[config.mk]
export PLATFORM = sky130hd
export DESIGN_NAME = aes_sbox_sched_flat
export DESIGN_NICKNAME = d
export VERILOG_FILES = /design/src/rtl/aes_sbox_pkg.sv /design/src/rtl/aes_sbox_sched_if.sv /design/src/rtl/aes_sbox_vld_pipe.sv /design/src/rtl/aes_sbox_sched.sv /design/src/flat_wrapper.sv
export SDC_FILE = /design/constraint.sdc
export NUM_CORES = 1
export LEC_CHECK = 0
export CAP_MARGIN = 20
export CORE_ASPECT_RATIO = 0.6
export CORE_MARGIN = 2
export CORE_UTILIZATION = 51
export CTS_BUF_LIST = sky130_fd_sc_hd__clkbuf_4
export DETAILED_ROUTE_END_ITERATION = 8
export PLACE_DENSITY_LB_ADDON = 0.25
export SYNTH_ARGS = -nofsm -noshare
export SYNTH_HDL_FRONTEND = slang
export SYNTH_SLANG_ARGS = --single-unit
[constraint.sdc]
create_clock -name clk -period 2.7 [get_ports clk]
set_input_delay 0.405 -clock clk [delete_from_list [all_inputs] [get_ports clk]]
set_output_delay 0.405 -clock clk [all_outputs]
set_load 0.03 [all_outputs]
[src/rtl/aes_sbox_pkg.sv]
// Shared types and sizing for the masked S-box sequencer.
package aes_sbox_pkg;

  localparam int unsigned NBYTES     = 16;
  localparam int unsigned SBOX_LAT   = 2;
  localparam int unsigned RND_W      = 28;
  localparam int unsigned BYTE_IDX_W = 4;

  typedef enum logic [1:0] {IDLE, ISSUE, DRAIN, DONE} state_t;

  function automatic logic [7:0] get_byte(input logic [8*NBYTES-1:0] v,
                                          input logic [BYTE_IDX_W-1:0] idx);
    logic [7:0] b;
    b = '0;
    for (int unsigned i = 0; i < NBYTES; i++)
      if (idx == BYTE_IDX_W'(i)) b = v[8*i +: 8];
    return b;
  endfunction

endpackage

[src/rtl/aes_sbox_sched_if.sv]
// State, randomness and result handshakes of the S-box sequencer.
interface aes_sbox_sched_if;
  import aes_sbox_pkg::*;

  logic                  in_valid;
  logic                  in_ready;
  logic                  in_enc;
  logic [8*NBYTES-1:0]   in_sh0;
  logic [8*NBYTES-1:0]   in_sh1;
  logic                  rnd_valid;
  logic [RND_W-1:0]      rnd_data;
  logic                  rnd_ready;
  logic                  out_valid;
  logic                  out_ready;
  logic [8*NBYTES-1:0]   out_sh0;
  logic [8*NBYTES-1:0]   out_sh1;

  modport master (
    output in_valid, in_enc, in_sh0, in_sh1, rnd_valid, rnd_data, out_ready,
    input  in_ready, rnd_ready, out_valid, out_sh0, out_sh1
  );

  modport slave (
    input  in_valid, in_enc, in_sh0, in_sh1, rnd_valid, rnd_data, out_ready,
    output in_ready, rnd_ready, out_valid, out_sh0, out_sh1
  );

endinterface

[src/rtl/aes_sbox_vld_pipe.sv]
// Tag shift register that tracks which S-box pipeline slots hold issued bytes.
module aes_sbox_vld_pipe
  import aes_sbox_pkg::*;
#(
  parameter int unsigned DEPTH = SBOX_LAT
) (
  input  logic clk,
  input  logic rst_n,
  input  logic push,
  output logic strobe
);

  logic [DEPTH-1:0] tags;

  always_ff @(posedge clk or negedge rst_n) begin
    if (!rst_n) begin
      tags <= '0;
    end else begin
      tags[0] <= push;
      for (int unsigned i = 1; i < DEPTH; i++) tags[i] <= tags[i-1];
    end
  end

  assign strobe = tags[DEPTH-1];

endmodule

[src/rtl/aes_sbox_sched.sv]
// Issues a two-share state byte-serially to the masked S-box and reassembles the shared result.
module aes_sbox_sched
  import aes_sbox_pkg::*;
(
  input  logic               clk,
  input  logic               rst_n,
  aes_sbox_sched_if.slave    bus,
  output logic [7:0]         sbox_a,
  output logic [7:0]         sbox_b,
  output logic               sbox_ed,
  output logic [RND_W-1:0]   sbox_random,
  input  logic [7:0]         sbox_s0,
  input  logic [7:0]         sbox_s1,
  output logic               busy
);

  localparam logic [BYTE_IDX_W-1:0] LAST_IDX = BYTE_IDX_W'(NBYTES - 1);

  state_t                 state;
  logic [BYTE_IDX_W-1:0]  issue_cnt;
  logic [BYTE_IDX_W-1:0]  coll_cnt;
  logic [8*NBYTES-1:0]    sh0;
  logic [8*NBYTES-1:0]    sh1;
  logic [8*NBYTES-1:0]    res0;
  logic [8*NBYTES-1:0]    res1;
  logic [RND_W-1:0]       rnd_reg;
  logic                   mode;
  logic                   issue;
  logic                   collect;

  aes_sbox_vld_pipe #(.DEPTH(SBOX_LAT)) u_vld_pipe (
    .clk    (clk),
    .rst_n  (rst_n),
    .push   (issue),
    .strobe (collect)
  );

  // Shares stay separate end to end: each share byte goes to its own S-box port.
  always_comb begin
    issue       = (state == ISSUE) && bus.rnd_valid;
    sbox_a      = '0;
    sbox_b      = '0;
    sbox_random = rnd_reg;
    if (issue) begin
      sbox_a      = get_byte(sh0, issue_cnt);
      sbox_b      = get_byte(sh1, issue_cnt);
      sbox_random = bus.rnd_data;
    end
    sbox_ed       = mode;
    bus.rnd_ready = issue;
    bus.in_ready  = (state == IDLE);
    bus.out_valid = (state == DONE);
    busy          = (state != IDLE);
    bus.out_sh0   = res0;
    bus.out_sh1   = res1;
  end

  always_ff @(posedge clk or negedge rst_n) begin
    if (!rst_n) begin
      state     <= IDLE;
      issue_cnt <= '0;
      coll_cnt  <= '0;
      sh0       <= '0;
      sh1       <= '0;
      res0      <= '0;
      res1      <= '0;
      rnd_reg   <= '0;
      mode      <= 1'b1;
    end else begin
      // Results return in issue order, so the collect count alone selects the byte slot.
      if (collect) begin
        for (int unsigned i = 0; i < NBYTES; i++) begin
          if (coll_cnt == BYTE_IDX_W'(i)) begin
            res0[8*i +: 8] <= sbox_s0;
            res1[8*i +: 8] <= sbox_s1;
          end
        end
        coll_cnt <= coll_cnt + BYTE_IDX_W'(1);
      end
      unique case (state)
        IDLE: begin
          if (bus.in_valid) begin
            sh0       <= bus.in_sh0;
            sh1       <= bus.in_sh1;
            mode      <= bus.in_enc;
            issue_cnt <= '0;
            coll_cnt  <= '0;
            state     <= ISSUE;
          end
        end
        ISSUE: begin
          if (issue) begin
            rnd_reg   <= bus.rnd_data;
            issue_cnt <= issue_cnt + BYTE_IDX_W'(1);
            if (issue_cnt == LAST_IDX) state <= DRAIN;
          end
        end
        DRAIN: begin
          if (collect && coll_cnt == LAST_IDX) state <= DONE;
        end
        DONE: begin
          if (bus.out_ready) state <= IDLE;
        end
        default: state <= IDLE;
      endcase
    end
  end

endmodule

[src/flat_wrapper.sv]
// flat-port wrapper written by rule: the top's interface ports become plain ports
module aes_sbox_sched_flat import aes_sbox_pkg::*;
  (clk, rst_n, sbox_a, sbox_b, sbox_ed, sbox_random, sbox_s0, sbox_s1, busy, bus_in_valid, bus_in_enc, bus_in_sh0, bus_in_sh1, bus_rnd_valid, bus_rnd_data, bus_out_ready, bus_in_ready, bus_rnd_ready, bus_out_valid, bus_out_sh0, bus_out_sh1);
  aes_sbox_sched_if bus_i ();
  input  logic clk;
  input  logic rst_n;
  output logic [7:0] sbox_a;
  output logic [7:0] sbox_b;
  output logic sbox_ed;
  output logic [RND_W-1:0] sbox_random;
  input  logic [7:0] sbox_s0;
  input  logic [7:0] sbox_s1;
  output logic busy;
  input wire logic [$bits(bus_i.in_valid)-1:0] bus_in_valid;
  input wire logic [$bits(bus_i.in_enc)-1:0] bus_in_enc;
  input wire logic [$bits(bus_i.in_sh0)-1:0] bus_in_sh0;
  input wire logic [$bits(bus_i.in_sh1)-1:0] bus_in_sh1;
  input wire logic [$bits(bus_i.rnd_valid)-1:0] bus_rnd_valid;
  input wire logic [$bits(bus_i.rnd_data)-1:0] bus_rnd_data;
  input wire logic [$bits(bus_i.out_ready)-1:0] bus_out_ready;
  output wire logic [$bits(bus_i.in_ready)-1:0] bus_in_ready;
  output wire logic [$bits(bus_i.rnd_ready)-1:0] bus_rnd_ready;
  output wire logic [$bits(bus_i.out_valid)-1:0] bus_out_valid;
  output wire logic [$bits(bus_i.out_sh0)-1:0] bus_out_sh0;
  output wire logic [$bits(bus_i.out_sh1)-1:0] bus_out_sh1;
  assign bus_i.in_valid = bus_in_valid;
  assign bus_i.in_enc = bus_in_enc;
  assign bus_i.in_sh0 = bus_in_sh0;
  assign bus_i.in_sh1 = bus_in_sh1;
  assign bus_i.rnd_valid = bus_rnd_valid;
  assign bus_i.rnd_data = bus_rnd_data;
  assign bus_i.out_ready = bus_out_ready;
  assign bus_in_ready = bus_i.in_ready;
  assign bus_rnd_ready = bus_i.rnd_ready;
  assign bus_out_valid = bus_i.out_valid;
  assign bus_out_sh0 = bus_i.out_sh0;
  assign bus_out_sh1 = bus_i.out_sh1;
  aes_sbox_sched u_core (.clk(clk), .rst_n(rst_n), .bus(bus_i), .sbox_a(sbox_a), .sbox_b(sbox_b), .sbox_ed(sbox_ed), .sbox_random(sbox_random), .sbox_s0(sbox_s0), .sbox_s1(sbox_s1), .busy(busy));
endmodule
# Word level (Yosys, flattened, before mapping)

Cells that the tools add are included.

Logic and storage cells: 153
Register bits: 553
Input port bits: 306
Output and inout port bits: 305

Mux-type cells: 47
Eq/ne operators: 38
Reduce and logical (&&, ||, !) cells: 26
Add/sub/neg operators: 2

Operators by type and width:

| operator              | number |
|---|---|
| $mux W8               | 34 |
| $eq A4 B4 Y1 const B  | 16 |
| $reduce_and A2 Y1     | 17 |
| $eq A4 B3 Y1 const B  | 8 |
| $mux W28              | 1 |
| $mux W4               | 5 |
| $eq A4 B2 Y1 const B  | 4 |
| $mux W2               | 5 |
| $add A4 B1 Y4 const B | 2 |
| $eq A4 B1 Y1 const B  | 2 |
| $logic_not A4 Y1      | 2 |
| $ne A2 B2 Y1 const B  | 4 |
| $pmux W2 S4           | 1 |
| $pmux W4 S2           | 1 |
| $reduce_and A5 Y1     | 1 |
| $eq A2 B2 Y1 const B  | 2 |
| $reduce_bool A2 Y1    | 2 |
| $reduce_and A3 Y1     | 1 |
| $eq A2 B1 Y1 const B  | 1 |
| $logic_and A1 B1 Y1   | 2 |
| $logic_not A2 Y1      | 1 |
| $ne A2 B1 Y1 const B  | 1 |

# Depth between registers and ports, before layout

Gate-level depths: netlist of the first run.

Depth after elaboration: 18
Gate-level depth with buffers: 9
Mapped depth without buffers: 6

# Hierarchy

From an unflattened synthesis of the first run, not the netlist that was laid out.

Cells, all modules: 1,697
Area total of the unflattened synthesis: 23,171.0 um^2

By module, submodules not included:

| module            | seq. area each (um^2) | cells each | instances | area an instance (um^2) |
|---|---|---|---|---|
| aes_sbox_sched    | 13,789.5              | 1,695      | 1         | 23,120.9 |
| aes_sbox_vld_pipe | 50.0                  | 2          | 1         | 50.0 |

# Least setup slack after synthesis of the first run

Ideal clock, no wire load.

Kind: register to output
From: reg u_core.issue_cnt[0]
To: out sbox_a[3]
Required time: 2.295 ns
Path slack: -0.156 ns
Arrival time: 2.451 ns
Stages on the path, launching flop included: 9
Path through: dfrtp_1 > inv_1 > ha_1 > buf_2 > o21ai_0 > clkbuf_1 > buf_2 > o221ai_1 > a311oi_1

Cells in the longest elaborated chain, start to end: 18
Elaborated cells on any way between the ends: 33

RTL lines:

| what                   | RTL line             | RTL |
|---|---|---|
| from (decl)            | aes_sbox_sched.sv:20 | `logic [BYTE_IDX_W-1:0] issue_cnt;` |
| from (signal assigned) | aes_sbox_sched.sv:94 | `issue_cnt <= issue_cnt + BYTE_IDX_W'(1);` |
| $logic_not A4 Y1       | aes_sbox_pkg.sv:16   | `if (idx == BYTE_IDX_W'(i)) b = v[8*i +: 8];` |
| $mux W8 (15 in series) | aes_sbox_pkg.sv:16   |  |
| $mux W8 *              | aes_sbox_pkg.sv:16   |  |
| $mux W8 *              | aes_sbox_sched.sv:44 | `if (issue) begin` |
| to (decl)              | flat_wrapper.sv:7    | `output logic [7:0] sbox_a;` |

Every way passes the cells marked *; elsewhere a longest branch is shown, timed or not.

# Final worst setup path of the first run

From: reg u_core.issue_cnt[1]
To: out sbox_a[1]

Same word-level chain as after synthesis.

==> impl_results.md, run 1 <==
- Required time at the worst-slack endpoint: about 2.3 ns
- Number of sinks driven by the clock tree: 553
- Clock transition at path regs: 0.08 ns
- Tmin final: about 3.6 ns
- Violated checks: negative setup slack
- X dimension of the die: 284 um
- Global-route wire length before repair: 119000 um
- Capture point of the worst path: sbox_a[1]
- Gate count of the mapped netlist: 1813
- Start of the worst register-to-register path: u_core.state[0]
- Number of max-slew violations in the final report: 0
- Largest area contributor in the netlist: sky130_fd_sc_hd__dfrtp_1
- Fin. Hold Viols: 0
- Routed wire per std cell: around 25 um
- Largest cells by area after synthesis: sky130_fd_sc_hd__dfrtp_1, sky130_fd_sc_hd__mux2_2, sky130_fd_sc_hd__a21oi_1, sky130_fd_sc_hd__nand2_1, sky130_fd_sc_hd__nand3b_1
- # port buffers: between 600 and 700
- Maximum operating frequency: around 280 MHz
- Worst hold path type: in2async
- Vertical extent of the die: 172 um
- Largest net degree at the start of global routing: a little over 90
- Starting density of the core: 51.8%
- Full die area: just under 50000 um^2
- Count of unresolved DRC violations after routing: 0
- Synthesis-to-finish area growth: 43.8%
- Gp weighted congestion: about 0.97
- Setup slack of the most critical reg-to-reg path: roughly 0.50 ns
- Mean post-synth cell area: between 10 and 15 um^2
- Portion of synthesized cell area occupied by the leading cell type: 57.5%
- H-Tree Depth: 4
- Max-cap violation count: 0
- Most used flip-flop cell after synthesis: sky130_fd_sc_hd__dfrtp_1
- Final setup violation count: 44
- Post-Route WL: just over 80000 um
- CTS max path bufs: 3
- # rows: 61
- Top post-synthesis cells by count: sky130_fd_sc_hd__dfrtp_1, sky130_fd_sc_hd__mux2_2, sky130_fd_sc_hd__a21oi_1
- Number of buffers inserted during clock tree synthesis: about 130
- Critical path startpoint category: flop
- Total power: 42800 uW
- Synthesized net count: roughly 2100
- Buffer cell driving the clock tree root: sky130_fd_sc_hd__clkbuf_4
- Worst-skew pair later-pin latency: 0.87 ns
- Worst clock skew: roughly 0.065 ns
- Remaining global-route overflow: 0
- Synthesized-area fraction occupied by ao, oa, aoi and oai cells: under 10%
- Share of the yosys chip area belonging to registers: 57.6%
- Number of warnings reported in the yosys synthesis log: 0
- Placement Cell Area: 31400 um^2
- # fillers: about 3000
- Least setup slack across all paths after layout: -0.902 ns
- Final period util: 133%
- Result of the run: finished with violations
- Most common cell in the netlist: sky130_fd_sc_hd__dfrtp_1
- Number of nets in the layout: between 2000 and 3000
- Static Leak: roughly 0.014 uW
- Initial DRT Pass Iterations: 6
- Fraction of registers with async set or reset after synthesis: 100%
- Data arrival time of the critical path: 3.20 ns
- Relative slew margins: between 30% and 40%
- Unrepaired setup endpoints after global routing: true
- Post-synth EDFFs: 0
- Number of antenna violations at the first check in global routing: 6
- Synth Register Bits: about 550
- Main combinational cell family by area after synthesis: multiplexers
- Count of distinct cell types in the synthesized netlist: 46
- Adder and majority gate portion of the synthesized area: less than 1%
- Vias: between 15000 and 20000
- Setup crit end kind: output port
- Fraction of layout cells with a size suffix above 1: 38.8%
- Io pins: about 610
- Critical path class: reg2out
- Worst IR Drop VDD: 0.894 mV
- Multiplexer share of the synthesized area: 25.3%
- Length in cells of the worst reg-to-reg path: 7
- First DRT Iteration DRCs: roughly 1400
- Worst hold slack after final layout: 0.110 ns
- Crit path max fanout: 16
- Core box area: around 46000 um^2
- Detail-routed via count per cell: between 5 and 6
- Fraction of the mapped netlist area in simple logic gates: approximately 5.5%
- Worst R2R End: u_core.sh0[39]
- Total global routing track utilization: 32.5%
- Post-synthesis xor/xnor area fraction: less than 1%
- Critical path origin: u_core.issue_cnt[1]
- TritonCTS clock tree: done
- Remaining number of nets flagged by the antenna check after routing: 0
- Tightest Pin Transition: about 1 ns
- Final standard cell area without fillers: about 35000 um^2
- Total half-perimeter wirelength after legalization and detailed placement: 56800 um
- Area of the mapped netlist: approximately 24000 um^2
- PwrDens: around 1200 nW/um^2
- Vias in the first global route: about 19000
-- per-stage QoR --
stage | setup TNS, ns | setup slack, ns | utilization [%] | std cells
4_1_cts | -17.84 | -0.950 | 73.5 | 3259
3_5_place_dp | -4.29 | -0.548 | 67.6 | 3005
5_1_grt | -19.27 | -1.02 | 74.5 | 3280
3_3_place_gp | -3.28 | -0.483 | 67.6 | 3005
6_report | -15.54 | -0.902 | 74.5 | 3283
2_1_floorplan | 0 | 0.105 | - | 1813
-- cell usage in the layout (no fill, tap or decap), drive strengths merged, types with 19 or more instances in the layout --
cell	instances
nand3b	48
buf	186
mux2	537
o21ai	55
nand2b	19
a21oi	109
a311oi	30
clkdlybuf4s50	561
nand2	101
nand3	20
clkinv	20
nor2b	22
a221oi	33
inv	51
clkbuf	194
dfrtp	552
-- critical path, stage by stage, from the launching register on --
cell                       delay, ns
sky130_fd_sc_hd__dfrtp_1        0.43
sky130_fd_sc_hd__buf_6          0.15
sky130_fd_sc_hd__inv_6          0.06
sky130_fd_sc_hd__ha_4           0.24
sky130_fd_sc_hd__buf_16         0.18
sky130_fd_sc_hd__nand3b_1       0.10
sky130_fd_sc_hd__a311oi_2       0.38
sky130_fd_sc_hd__o221ai_2       0.14
sky130_fd_sc_hd__buf_6          0.16
sky130_fd_sc_hd__a311oi_2       0.31
sky130_fd_sc_hd__buf_4          0.22
-- cell type report --
type | count | area, um^2 | area share, %
Timing Repair Buffer | 755 | 7870 | 22.8
Tap cell | 630 | 788 | 2.28
Inverter | 46 | 185 | 0.536
Multi-Input combinational cell | 1070 | 10200 | 29.6
Clock buffer | 191 | 1430 | 4.15
Sequential cell | 553 | 13800 | 40.1
Clock inverter | 31 | 193 | 0.558
Antenna cell | 7 | 17.5 | 0.0507
-- logic make-up (layout without fill, tap and decap cells) --
logic type                 Yosys count  in the layout
buffers and inverters              190           1023
AOI/OAI and AO/OA                  273            273
DFF                                553            553
and+or+nand+nor                    242            242
adders and majority gates           12             12
muxes                              540            540
other                                0              7
xor gates and xnor gates             3              3
-- report_power, final --
part / switching (uW) / internal (uW) / total, uW
logic: 11100 / 10200 / 21300
registers: 2350 / 12300 / 14600
clock network: 3490 / 3360 / 6850
-- worst min path at each step --
stage                                    startpoint                         to  slack (ns)  depth (start not counted)
after floorplan                               rst_n      u_core.bus.out_sh0[0]        0.11                          0
after global placement    u_core.u_vld_pipe.tags[0]  u_core.u_vld_pipe.tags[1]        0.33                          0
after detailed placement  u_core.u_vld_pipe.tags[0]  u_core.u_vld_pipe.tags[1]        0.33                          0
after CTS                            bus_in_sh1[19]             u_core.sh1[19]        0.04                          3
after global routing                 bus_in_sh1[23]             u_core.sh1[23]        0.06                          3
final                                         rst_n              u_core.sh1[0]        0.11                          2
-- routing by layer --
layer	track usage [%]	part of all wire (%)
met2	50.9	47
met3	7.47	6.8
met4	13.9	3.2
met5	0	0.022
met1	44.0	43
-- repair_timing --
item,CTS,global route
hold endpoints to repair,320,0
gates cloned,7,3
endpoints found under the setup margin,47,46
buffers inserted,25,21
pin swaps,17,24
resized for setup,305,65
hold buffers,1,0
(Power assumes the default switching activity.)
==> run 2: changes to the inputs <==
--- a/config.mk
+++ b/config.mk
@@ -11,6 +11,8 @@
 export CORE_UTILIZATION = 51
 export CTS_BUF_LIST = sky130_fd_sc_hd__clkbuf_4
 export DETAILED_ROUTE_END_ITERATION = 8
+export GPL_ROUTABILITY_DRIVEN = 0
+export HOLD_SLACK_MARGIN = 0.12
 export PLACE_DENSITY_LB_ADDON = 0.25
 export SYNTH_ARGS = -nofsm -noshare
 export SYNTH_HDL_FRONTEND = slang
==> run 2 against run 1 <==
Compared with the run above:
- the flow still finishes with violations (negative setup slack)
- core utilization grew 1.2 points
- hold slack gained 0.057 ns
- clock power grew 3%
- clock-buffer cell count shrank 5
- critical path type unchanged
- clock skew grew 0.066 ns
==> impl_results.md, run 2 (same netlist as run 1, synthesis figures left out) <==
- Most common cell after layout, fill and taps aside: sky130_fd_sc_hd__clkdlybuf4s50_1
- Vias in the first global route: 19900 (+3.7%)
- Total power: 43100 uW (+0.84%)
- Part of the total power dissipated in the clock network: 16.3% (+0.3 points)
- Critical path class: reg2out
- Share of total power consumed by net switching: 39.8% (+0.18 points)
- Worst-skew pair later-pin latency: 0.93 ns (+0.06 ns)
- Data arrival time of the critical path: 3.25 ns (+0.05 ns)
- PwrDens: 1230 nW/um^2 (-0.72%)
- Core box area: 46400 um^2 (unchanged)
- Required time at the worst-slack endpoint: 2.30 ns (about the same)
- Sw Pwr: 17200 uW (+1.3%)
- Number of non-filler instances in the completed layout: 3329 (+1.4%)
- Crit path max fanout: 8 (-8)
- Result of the run: finished with violations
- Top cell family by delay on the critical path: compound AO/OA/AOI/OAI gates
- Worst slack, placed: -0.471 ns (+0.0769 ns)
- Fraction of layout cells with a size suffix above 1: 38.3% (-0.52 points)
- Buffer cell driving the clock tree root: sky130_fd_sc_hd__clkbuf_4
- Max-cap violation count: 0 (unchanged)
- Int Power: 26000 uW (+0.54%)
- Final period util: 136% (+2.1 points)
- Final setup violation count: 38 (-14%)
- Comb power frac: 49.6% (-0.2 points)
- # rows: 61 (unchanged)
- Relative slew margins: 33.1% (-1.9 points)
- Initial DRT Pass Iterations: 7 (+1)
- Placement Cell Area: 31300 um^2 (-0.22%)
- Worst IR Drop VDD: 0.991 mV (+11%)
- Most frequent cells in the layout: sky130_fd_sc_hd__clkdlybuf4s50_1, sky130_fd_sc_hd__dfrtp_1, sky130_fd_sc_hd__mux2_2, sky130_fd_sc_hd__clkbuf_4, sky130_fd_sc_hd__a21oi_1
- Routed wire per std cell: 25.5 um (+1.7%)
- Worst hold slack after final layout: 0.167 ns (+0.0570 ns)
- First DRT Iteration DRCs: 1509 (+8.4%)
- Number of sinks driven by the clock tree: 553 (unchanged)
- Tmin final: 3.66 ns (+0.0567 ns)
- Number of nets in the layout: 2925 (+1.7%)
- Violated checks: negative setup slack
- Slowest cell on the critical path: sky130_fd_sc_hd__a311oi_1
- Detail-routed via count per cell: 5.79 (+0.93%)
- Clock transition at path regs: 0.08 ns (about the same)
- H-Tree Depth: 4 (unchanged)
- Total half-perimeter wirelength after legalization and detailed placement: 55800 um (-1.8%)
- Final standard cell area without fillers: 35100 um^2 (+1.6%)
- Number of buffers inserted during clock tree synthesis: 134 (+2.3%)
- CTS max path bufs: 3 (unchanged)
- Critical path startpoint category: flop
- Worst hold path type: in2reg
- Tightest Pin Transition: 1.00 ns (+0.0280 ns)
- Vias: 19300 (+2.3%)
- Global-route wire length before repair: 123000 um (+3.6%)
- Vertical extent of the die: 172 um (unchanged)
- TritonCTS clock tree: done
- Crit path cell chain: inv_2, buf_6, ha_4, buf_12, buf_16, nand3b_1, a311oi_1, o221ai_2, a311oi_2, buf_4
- Synthesis-to-finish area growth: 46.0%
- Fin. Hold Viols: 0 (unchanged)
- Number of antenna violations at the first check in global routing: 13 (+7)
- Io pins: 611 (unchanged)
- Largest net degree at the start of global routing: 101 (+9.8%)
- Starting density of the core: 51.8% (unchanged)
- Inst Count DP: 3001 (-0.13%)
- Remaining number of nets flagged by the antenna check after routing: 0 (unchanged)
- Buffers and inverters on the worst path: 5 (unchanged)
- Unrepaired setup endpoints after global routing: true
- Post-Route WL: 84800 um (+3.1%)
- X dimension of the die: 284 um (unchanged)
- Part of the power in registers: 34.1% (about the same)
- Worst clock skew: 0.131 ns (+0.0661 ns)
- Number of max-slew violations in the final report: 0 (unchanged)
- Largest incremental delay on the critical path: 0.49 ns (+0.06 ns)
- Remaining global-route overflow: 0 (unchanged)
- Least setup slack across all paths after layout: -0.959 ns (-0.0567 ns)
- Setup crit end kind: output port
- Maximum operating frequency: 273 MHz (-1.5%)
- Count of unresolved DRC violations after routing: 0 (unchanged)
- Static Leak: 0.0146 uW (+1.6%)
- Full die area: 48900 um^2 (unchanged)
- # port buffers: 610 (unchanged)
- Total global routing track utilization: 33.5% (+0.95 points)
[run 2: area by class of cell]
class	instances	area (um^2)
Antenna cell	9	22.5
Clock buffer	186	1400
Clock inverter	33	246
Fill cell	2912	11300
Inverter	46	183
Multi-Input combinational cell	1071	10300
Sequential cell	553	13800
Tap cell	630	788
Timing Repair Buffer	801	8370
[run 2: power by group through the flow]
stage	sequential [uW]	clock (uW)	combinational, uW
2_1_floorplan	17500	0	7670
3_3_place_gp	14400	0	18500
3_5_place_dp	14600	0	18900
4_1_cts	14500	7110	20900
5_1_grt	15100	7600	22200
6_report	14700	7040	21400
[run 2: worst paths after layout]
check,from,depth (start not counted),endpoint,slack [ns]
max,u_core.issue_cnt[0],10,sbox_b[1],-0.96
min,bus_in_sh0[34],2,u_core.sh0[34],0.17
max reg2reg,u_core.state[1],7,u_core.sh1[70],0.50
min reg2reg,u_core.u_vld_pipe.tags[0],0,u_core.u_vld_pipe.tags[1],0.35
max in group asynchronous,rst_n,4,u_core.bus.out_sh1[72],0.60
min in group asynchronous,rst_n,3,u_core.bus.out_sh1[68],0.69
[run 2: per-layer routing]
layer | up-vias | share of wire [%] | global-route usage, %
met5 | - | 0.041 | 0
met4 | 6 | 4.0 | 14.0
met3 | 238 | 9.0 | 9.87
met2 | 1030 | 46 | 51.9
met1 | 9803 | 40 | 44.4
li1 | 8190 | - | -
[run 2: through the flow]
stage	utilization [%]	TNS, ns
after detailed placement	67.5	-4.99
after floorplan	-	0
after global placement	67.5	-2.95
after CTS	75.2	-16.58
after global routing	75.6	-17.77
final	75.6	-13.17
[run 2: what timing repair did]
action	CTS	global route
hold buffers	48	6
endpoints found under the setup margin	47	47
pin swaps	26	16
setup buffers	31	6
cloned	16	0
resized for setup	332	37
endpoints found under the hold margin	545	6
==> variant: new RTL, config.mk and constraints of run 1 <==
Set the package constant `BYTE_IDX_W` to 6 (it was 4).
--- a/src/rtl/aes_sbox_pkg.sv
+++ b/src/rtl/aes_sbox_pkg.sv
@@ -5,5 +5,5 @@
   localparam int unsigned SBOX_LAT   = 2;
   localparam int unsigned RND_W      = 28;
-  localparam int unsigned BYTE_IDX_W = 4;
+  localparam int unsigned BYTE_IDX_W = 6;
 
   typedef enum logic [1:0] {IDLE, ISSUE, DRAIN, DONE} state_t;
Formal check against the unedited RTL: no difference found for any inputs over 4 cycles, from zero or initial values and one cycle with rst_n low; that may be too few to reach the edited logic, so the function may still have changed.
==> variant against run 1 <==
  * The run still ends with negative setup slack left
  * Register-to-register slack lost 0.43 ns
  * Total power shrank 6.6%
  * Final area grew 3.2%
  * Wire length grew 19%
  * Non-clock buffer count grew 149
  * Worst setup slack lost 0.24 ns
  * First-iteration DRC count grew 63%
  * Synthesized area is essentially flat
  * Utilization grew 2.4 points
  * Sequential cell count grew 4
  * Clock skew shrank 0.026 ns
  * Largest power group unchanged
==> variant: results (changes against run 1) <==
- Clock share of power: 18.2% (was 16.0%)
- Routed wire length per instance: 24.7 um (was 25.1 um)
- Setup TNS: -16.87 ns (was -15.54 ns)
- Synthesized instance count: 2358 (was 1813)
- Post-DP HPWL: 73.1 mm (was 56.8 mm)
- Synth top cells by count: nand2_1, dfrtp_1, mux2_2 (was dfrtp_1, mux2_2, a21oi_1)
- DR WL met3: 9.69 mm (was 5.63 mm)
- CP max stage cell: or4b_4 (was dfrtp_1)
- Crit path DAT: 3.43 ns (was 3.20 ns)
- Sequential fraction of the synthesis area: 58.0% (was 57.6%)
- Placed cell area: 32400 um2 (was 31400 um2)
- Setup WS post-layout: -1.14 ns (was -0.902 ns)
- Drt first-iter violations: 2269 (was 1392)
- Post-synthesis mux area share: 12.2% (was 25.3%)
- WL final: 98.0 mm (was 82.3 mm)
- GR Layer Usage met3: 11.3% (was 7.47%)
- Worst skew pair latency: 0.90 ns (was 0.87 ns)
- Place WS: -0.593 ns (was -0.548 ns)
- Met2 Usage GRT: 58.8% (was 50.9%)
- M1 WL: 40.6 mm (was 35.2 mm)
- Largest net degree at the start of global routing: 95 (was 92)
- CP max stage delay: 0.52 ns (was 0.43 ns)
- Placed Cells: 3698 (was 3005)
- First-pass GRT wire length: 141 mm (was 119 mm)
- Final setup viols: 16 (was 44)
- R2R Path End: u_core.state[1] (was u_core.sh0[39])
- Met2 Routed Length: 44.0 mm (was 38.8 mm)
- Clock group: 7.27 mW (was 6.85 mW)
- Worst VDD drop: 0.000782 V (was 0.000894 V)
- Hold crit path type: input port to register (was input port to async pin)
- Cts hold-fix bufs: 3 (was 1)
- Failing checks: negative setup slack (unchanged)
- Number of library cell types mapped by synthesis: 76 (was 46)
- Total track usage: 38.9% (was 32.5%)
- Yosys warning count: 0 (unchanged)
- CTS H-tree depth: 4 (unchanged)
- Comb power frac: 45.5% (was 49.8%)
- LEAKAGE: 16.9 nW (was 14.3 nW)
- Status: complete, but fails checks (unchanged)
- Post-Syn Nets: 2676 (was 2131)
- Worst reg2reg setup slack: 0.07 ns (was 0.50 ns)
- Dominant cells by area after synthesis: dfrtp_1, nand2_1, mux2_2, clkbuf_1, a21oi_1 (was dfrtp_1, mux2_2, a21oi_1, nand2_1, nand3b_1)
- Post-CTS Resized: 156 (was 305)
- Routability congestion estimate: 1.06 (was 0.974)
- Via/cell ratio: 5.71 (was 5.73)
- Cts bufs inserted: 132 (was 131)
- NumNets Final: 3568 (was 2875)
- Crit Path Max Fanout: 5 (was 16)
- Sw frac: 42.0% (was 39.6%)
- Clock Skew: 0.0388 ns (was 0.0651 ns)
- R2r startpoint: u_core.issue_cnt[1] (was u_core.state[0])
- Min Hold Slack: 0.0409 ns (was 0.110 ns)
- Post-synthesis xor/xnor area fraction: 0.292% (was 0.109%)
- M1 GR Usage: 53.6% (was 44.0%)
- Setup bufs post-CTS: 24 (was 25)
- Synth Area in Adders: 0.625% (about the same)
- Synth Area in Compound Gates: 6.78% (was 7.45%)
- Length in cells of the worst reg-to-reg path: 10 (was 7)
- Proportion of layout cells with a drive suffix above 1: 28.8% (was 38.8%)
## variant: changes by cell type in the layout (fill, tap and decap cells not counted), moves of 15 or more
cell	run 1	this run
nor2b_1	21	6
nand3b_1	48	3
nand2_2	0	17
nor2_1	8	47
mux2_2	509	257
a311oi_2	25	0
o21ai_0	53	37
mux2_4	28	0
a21oi_1	107	38
nand2_1	100	920
inv_1	42	14
buf_4	97	248
## variant: logic make-up after synthesis
group                      after synthesis
AOI/OAI and AO/OA                      235
xor gates and xnor gates                 8
adders and majority gates               12
buffers and inverters                  164
DFF                                    557
muxes                                  261
and+or+nand+nor                       1121
## variant: area by class of cell
cell class              instances  area (um2)
clock inverters                33         308
inverters                      18        77.6
fillers                      3046       10700
well taps                     630         788
diodes                          5        12.5
clock buffers                 186        1400
flip-flops and latches        557       13900
multi-input cells            1637       10300
repair buffers                904        8810
## variant: worst min-delay path by stage
| stage | startpoint | slack (ns) | end | depth (start not counted) |
|---|---|---|---|---|
| final | bus_in_sh0[47] | 0.04 | u_core.sh0[47] | 3 |
| after global routing | bus_in_sh0[55] | 0.01 | u_core.sh0[55] | 3 |
| after CTS | bus_in_sh0[47] | 0.0005 | u_core.sh0[47] | 3 |
| after detailed placement | u_core.u_vld_pipe.tags[0] | 0.34 | u_core.u_vld_pipe.tags[1] | 0 |
| after global placement | u_core.u_vld_pipe.tags[0] | 0.33 | u_core.u_vld_pipe.tags[1] | 0 |
| after floorplan | rst_n | 0.11 | u_core.bus.out_sh0[0] | 0 |
## variant: critical path: cells and delay by family, from the launching register on
family	cells	cell delay [ns]
AOI/OAI and AO/OA	5	0.72
buffers and inverters	5	0.73
DFF	1	0.44
and+or+nand+nor	1	0.52
adders and majority gates	1	0.15
